## src/rtl/pwm_level_decoder_pkg.sv

```systemverilog
// Shared types and constants for the PWM level decoder: FSM states, trend codes
// and the default frame length.
package pwm_level_decoder_pkg;

  localparam int DEFAULT_PERIOD = 16;

  typedef enum logic [1:0] {
    ST_HUNT    = 2'd0,
    ST_MEASURE = 2'd1,
    ST_LOCKED  = 2'd2
  } state_e;

  localparam logic [1:0] TREND_FLAT = 2'b00;
  localparam logic [1:0] TREND_RISE = 2'b01;
  localparam logic [1:0] TREND_FALL = 2'b10;

  function automatic logic [1:0] trend_of(input int unsigned cur, input int unsigned prev);
    if (cur > prev) return TREND_RISE;
    if (cur < prev) return TREND_FALL;
    return TREND_FLAT;
  endfunction

endpackage

```

## src/rtl/pwm_level_decoder_sync_edge.sv

```systemverilog
// Two-flop synchronizer for the asynchronous PWM input, plus one extra flop so
// a rising edge of the synchronized value can be flagged.
module pwm_level_decoder_sync_edge (
  input  logic clk_div_i,
  input  logic rst_i,
  input  logic async_i,
  output logic s_o,
  output logic rise_o
);

  logic meta_q;
  logic sync_q;
  logic sync_dly_q;

  // NOTE: sequential state uses non-blocking assignments so every flop samples
  // the pre-edge value of its neighbour, giving a true shift chain.
  always_ff @(posedge clk_div_i or posedge rst_i) begin
    if (rst_i) begin
      meta_q     <= 1'b0;
      sync_q     <= 1'b0;
      sync_dly_q <= 1'b0;
    end else begin
      meta_q     <= async_i;
      sync_q     <= meta_q;
      sync_dly_q <= sync_q;
    end
  end

  assign s_o    = sync_q;
  assign rise_o = sync_q & ~sync_dly_q;

endmodule

```

## src/rtl/pwm_level_decoder.sv

```systemverilog
// Frame-aligns a PWM stream, decodes the brightness of each frame once locked,
// and reports the breathing trend and direction reversals.
module pwm_level_decoder
  import pwm_level_decoder_pkg::*;
#(
  parameter int PERIOD      = DEFAULT_PERIOD,
  parameter int SYNC_FRAMES = 2
) (
  input  logic                        clk_div_i,
  input  logic                        rst_i,
  input  logic                        pwm_i,
  output logic [$clog2(PERIOD)-1:0]   level_o,
  output logic                        level_valid_o,
  output logic [1:0]                  trend_o,
  output logic                        turn_o,
  output logic                        locked_o,
  output logic                        err_o
);

  localparam int LW = $clog2(PERIOD);
  localparam logic [LW-1:0] CNT_LAST  = LW'(PERIOD - 1);
  localparam logic [2:0]    GOOD_LAST = 3'(SYNC_FRAMES - 1);

  logic s;
  logic rise;

  state_e        state_q,  state_d;
  logic [LW-1:0] cnt_q,    cnt_d;
  logic [LW:0]   high_q,   high_d;
  logic [2:0]    good_q,   good_d;
  logic          first_q,  first_d;
  logic [1:0]    dir_q,    dir_d;
  logic [LW-1:0] level_q,  level_d;
  logic [1:0]    trend_q,  trend_d;
  logic          valid_q,  valid_d;
  logic          turn_q,   turn_d;
  logic          locked_q, locked_d;
  logic          err_q,    err_d;

  logic          fault;
  logic [1:0]    new_trend;
  logic [LW-1:0] level_new;

  pwm_level_decoder_sync_edge u_sync_edge (
    .clk_div_i (clk_div_i),
    .rst_i     (rst_i),
    .async_i   (pwm_i),
    .s_o       (s),
    .rise_o    (rise)
  );

  // A full-high frame counts PERIOD, whose low bits are zero; minus one wraps to PERIOD-1.
  assign level_new = high_q[LW-1:0] - LW'(1);

  // NOTE: every variable gets a default before the case so no path leaves one
  // unassigned, which would otherwise infer a latch.
  always_comb begin
    state_d   = state_q;
    cnt_d     = cnt_q;
    high_d    = high_q;
    good_d    = good_q;
    first_d   = first_q;
    dir_d     = dir_q;
    level_d   = level_q;
    trend_d   = trend_q;
    locked_d  = locked_q;
    valid_d   = 1'b0;
    turn_d    = 1'b0;
    err_d     = 1'b0;
    fault     = 1'b0;
    new_trend = TREND_FLAT;

    case (state_q)
      ST_HUNT: begin
        if (rise) begin
          state_d = ST_MEASURE;
          cnt_d   = LW'(1);
          high_d  = (LW+1)'(1);
          good_d  = '0;
        end
      end
      default: begin
        if (cnt_q != '0) begin
          if (rise) begin
            fault = 1'b1;
          end else begin
            high_d = high_q + {{LW{1'b0}}, s};
            cnt_d  = (cnt_q == CNT_LAST) ? '0 : cnt_q + LW'(1);
          end
        end else if (!s) begin
          fault = 1'b1;
        end else begin
          // Frame boundary with a valid start: close the old frame, open the next.
          cnt_d  = LW'(1);
          high_d = (LW+1)'(1);
          if (state_q == ST_MEASURE) begin
            if (good_q == GOOD_LAST) begin
              state_d  = ST_LOCKED;
              locked_d = 1'b1;
              first_d  = 1'b1;
            end else begin
              good_d = good_q + 3'd1;
            end
          end else begin
            new_trend = first_q ? TREND_FLAT : trend_of(32'(level_new), 32'(level_q));
            level_d   = level_new;
            trend_d   = new_trend;
            valid_d   = 1'b1;
            first_d   = 1'b0;
            if (new_trend != TREND_FLAT) begin
              dir_d  = new_trend;
              turn_d = (dir_q != TREND_FLAT) && (dir_q != new_trend);
            end
          end
        end
      end
    endcase

    if (fault) begin
      state_d  = ST_HUNT;
      cnt_d    = '0;
      high_d   = '0;
      err_d    = 1'b1;
      locked_d = 1'b0;
      dir_d    = TREND_FLAT;
    end
  end

  always_ff @(posedge clk_div_i or posedge rst_i) begin
    if (rst_i) begin
      state_q  <= ST_HUNT;
      cnt_q    <= '0;
      high_q   <= '0;
      good_q   <= '0;
      first_q  <= 1'b0;
      dir_q    <= TREND_FLAT;
      level_q  <= '0;
      trend_q  <= TREND_FLAT;
      valid_q  <= 1'b0;
      turn_q   <= 1'b0;
      locked_q <= 1'b0;
      err_q    <= 1'b0;
    end else begin
      state_q  <= state_d;
      cnt_q    <= cnt_d;
      high_q   <= high_d;
      good_q   <= good_d;
      first_q  <= first_d;
      dir_q    <= dir_d;
      level_q  <= level_d;
      trend_q  <= trend_d;
      valid_q  <= valid_d;
      turn_q   <= turn_d;
      locked_q <= locked_d;
      err_q    <= err_d;
    end
  end

  assign level_o       = level_q;
  assign level_valid_o = valid_q;
  assign trend_o       = trend_q;
  assign turn_o        = turn_q;
  assign locked_o      = locked_q;
  assign err_o         = err_q;

endmodule

```

## config.mk

```make
export PLATFORM = sky130hd
export DESIGN_NAME = pwm_level_decoder
export DESIGN_NICKNAME = d
export VERILOG_FILES = /design/src/rtl/pwm_level_decoder_pkg.sv /design/src/rtl/pwm_level_decoder_sync_edge.sv /design/src/rtl/pwm_level_decoder.sv
export SDC_FILE = /design/constraint.sdc
export NUM_CORES = 1
export LEC_CHECK = 0
export ABC_AREA = 1
export ABC_CLOCK_PERIOD_IN_PS = 1700
export BUFFER_PORTS_ARGS = -buffer_cell sky130_fd_sc_hd__buf_4
export CORE_MARGIN = 3
export CORE_UTILIZATION = 35
export DETAILED_ROUTE_END_ITERATION = 16
export PLACE_DENSITY_LB_ADDON = 0.12
export REMOVE_ABC_BUFFERS = 1
export SYNTH_ARGS = -nofsm -noshare
export SYNTH_HDL_FRONTEND = slang
export SYNTH_SLANG_ARGS = --single-unit
```

## constraint.sdc

```tcl
create_clock -name clk_div_i -period 1.7 [get_ports clk_div_i]
set_input_delay 0.255 -clock clk_div_i [delete_from_list [all_inputs] [get_ports clk_div_i]]
set_output_delay 0.255 -clock clk_div_i [all_outputs]
set_load 0.005 [all_outputs]
```

==> results.md <==
* R2R Setup Slk at -0.05 ns
* Outcome: finished, violations left
* Total grt overflow at 0
* Unique masters post-synth at 24
* Synth Register Bits at 29
* Initial Util at 0.3781
* Total CTS buffers at 5
* Clock Latency Late Sink at ~0.28 ns
* Drt wl/cell at ~12 µm
* I/O pin cnt at 13
* # rows at 23
* Peak supply drop at slightly above 0.8 mV
* Slew Viols, Final at 0
* Tmin final at about 1.8 ns
* Static Leak at 1.022 nW
* Dpl ws at -0.01752 ns
* RePlAce Congestion at about 0.80
* DRT iter0 DRCs at 25
* First-pass GRT wire length at between 5000 and 6000 µm
* Failing checks: setup timing
* CTS Hold Buffers Added at 0
* CTS HTree Levels at 2
* Worst setup path class: reg -> reg
* Final wirelength at ~3100 µm
* # DRC at 0
* Die width at approximately 73 µm
* Total number of vias at around 1,300
* Worst flop-to-flop path startpoint: high_q[0]$_DFFE_PP0P_
* Final hold vios at 0
* Worst r2r dst: dir_q[0]$_DFFE_PP0P_
* Core Region at ~4200 µm²
* Critical path launch point type: flip-flop
* Rel. slew slack at 0.7573
* Layout Nets at approximately 220
* Initial antenna violation count at 0
* Total die area at 5349 µm²
* Top achievable clock speed at 570.0 MHz
* Ys Warns at 0
* Cell family with most CP delay: simple AND/OR/NAND/NOR gates
* Mapped Cells at about 180
* Setup Viol. Count Final at 4
* Port Buffers at 12
* Clk root buf: clkbuf_8
* Post-DP HPWL at 2237 µm
* Final setup TNS at -0.1525 ns
* CTS tree: built
* Final setup skew at 0.006097 ns
* Delay of the slowest critical-path stage at 0.39 ns
* Antenna-violating nets left at 0
* Clk slew on worst S/H paths at 0.06 ns
* Final Cycle Share at 1.032
* Ant diodes at 0
* Arrival @ worst endpoint at approximately 1.9 ns
* Via density at 4.869
* Commonest non-fill, non-tap cells in the layout: nand2_1, dfrtp_1, buf_4
* Final worst setup slack at -0.05452 ns
* DP Cell Count at 245
* Worst reg-to-reg path cell count at 12
* Deepest clock path buffer count at 2
* Worst-path fanout max at 3
* Worst hold path class: in -> async
* Mapped cell area at ~1600 µm²
* TritonRoute pass-1 iters at 5
* Crit-path most repeated cell: nand2_2
* Leading cell type in the layout, fill and taps excluded: nand2_1
* Non-Filler Instances at about 260
* RSZ-0062 raised after global routing: yes
* Gr usage total at 0.1289
* Share of cells above drive strength 1 at 0.3254
* Die Ht at ~73 µm
* Sequential element share of the synthesized area at 0.4600
* Avg Cell Area, Syn at 8.814 µm²
* Number of global-route vias before repair at 1,249
* Actual slew at the worst max-slew pin at approximately 0.36 ns
* Area growth, synth to finish at 24.50%
* Pwr Density at a little over 2000 nW/µm²
* CP max stage cell: dfrtp_1
* CP bufs+invs at 2
* CP cell instances: inv_2, nand3_2, xor2_2, ha_1, nand2_2, inv_2, nand2_2, nand3_2, nand2_2, nand2_2, nand3_2, nand2_1
* Max-cap violations at 0
* Largest net degree at the start of global routing at 30
* Clk sinks at 29
* Worst Path Required at approximately 1.9 ns
* CP Capture Type: flip-flop
state kept, by name, summed over array words and instances, names as in the netlist, 2 cells and up:
signal,flops
cnt_q,4
good_q,3
level_o,4
state_q,2
high_q,4
dir_q,2
trend_o,2
worst max-delay path by stage:
stage / from / end / cells past startpoint
5_1_grt: high_q[0]$_DFFE_PP0P_ / dir_q[1]$_DFFE_PP0P_ / 10
4_1_cts: high_q[2]$_DFFE_PP0P_ / turn_o$_DFF_PP0_ / 9
6_report: high_q[0]$_DFFE_PP0P_ / dir_q[0]$_DFFE_PP0P_ / 12
2_1_floorplan: high_q[0]$_DFFE_PP0P_ / dir_q[0]$_DFFE_PP0P_ / 12
3_5_place_dp: high_q[0]$_DFFE_PP0P_ / turn_o$_DFF_PP0_ / 9
3_3_place_gp: high_q[2]$_DFFE_PP0P_ / dir_q[0]$_DFFE_PP0P_ / 10
worst register-to-register path, delay by kind of cell, from the launching register on:
kind                     cells  cell delay [ns]
XOR/XNOR                     1             0.16
adder cells (fa/ha/maj)      1             0.34
buffers and inverters        2             0.15
flip-flops                   1             0.39
AND/OR/NAND/NOR              8             0.60
final cells by class:
type	instances	area (µm²)
Timing Repair Buffer	24	180.2
Inverter	31	118.9
Multi-Input combinational cell	118	790.8
Sequential cell	29	725.7
Fill cell	406	2208
Tap cell	50	62.56
Clock buffer	7	86.33
per-layer routing:
layer | part of all wire | up-vias | global-route usage
met1 | 0.45 | 602 | 0.1540
met4 | 0.023 | 0 | 0.06148
met5 | 0 | - | 0
met2 | 0.49 | 19 | 0.2145
li1 | - | 632 | -
met3 | 0.035 | 8 | 0.03306
where the power goes:
group | leakage (nW) | switching [mW] | total (mW) | internal, mW
registers | 0.376 | 0.177 | 1.11 | 0.933
clock network | 0.0443 | 0.250 | 0.570 | 0.320
logic | 0.602 | 1.36 | 2.36 | 0.994
total | 1.02 | 1.79 | 4.04 | 2.25
synthesized netlist by cell type (all sizes together):
library cell,number,share of area
a211oi,1,0.0048
clkinv,1,0.0024
inv,30,0.073
buf,1,0.0071
ha,11,0.087
nand2,46,0.13
nand3,17,0.070
dfrtp,29,0.46
o21ai,18,0.057
o22ai,3,0.016
nor2,9,0.043
xor2,4,0.022
a21oi,8,0.025
nand4,1,0.0040
cells by family (layout without fill, tap and decap cells):
group | Yosys count | in the layout | synth area share
simple gates | 73 | 73 | 0.2450
buf+inv | 32 | 62 | 0.08247
compound gates | 30 | 30 | 0.1031
flops | 29 | 29 | 0.4600
fa+ha+maj | 11 | 11 | 0.08723
xor+xnor | 4 | 4 | 0.02220
metrics by stage:
stage / cell area (µm²) / power, mW / hold slack (ns) / utilization
final: 1964 / 4.039 / 0.04148 / 0.4708
after detailed placement: 1757 / 3.032 / 0.3389 / 0.4210
after CTS: 1862 / 3.692 / 0.05927 / 0.4462
after global routing: 1964 / 4.437 / 0.07797 / 0.4708
after floorplan: 1567 / 2.491 / 0.2864 / -
after global placement: 1757 / 3.003 / 0.3401 / 0.4210
repair_timing:
action                                  4_1_cts  5_1_grt
setup buffers                                 2        5
endpoints found under the setup margin        3        5
hold endpoints to repair                      0        0
pin swaps                                     1        6
gates resized for setup                       3       17
Power figures use the tool's default switching activity.
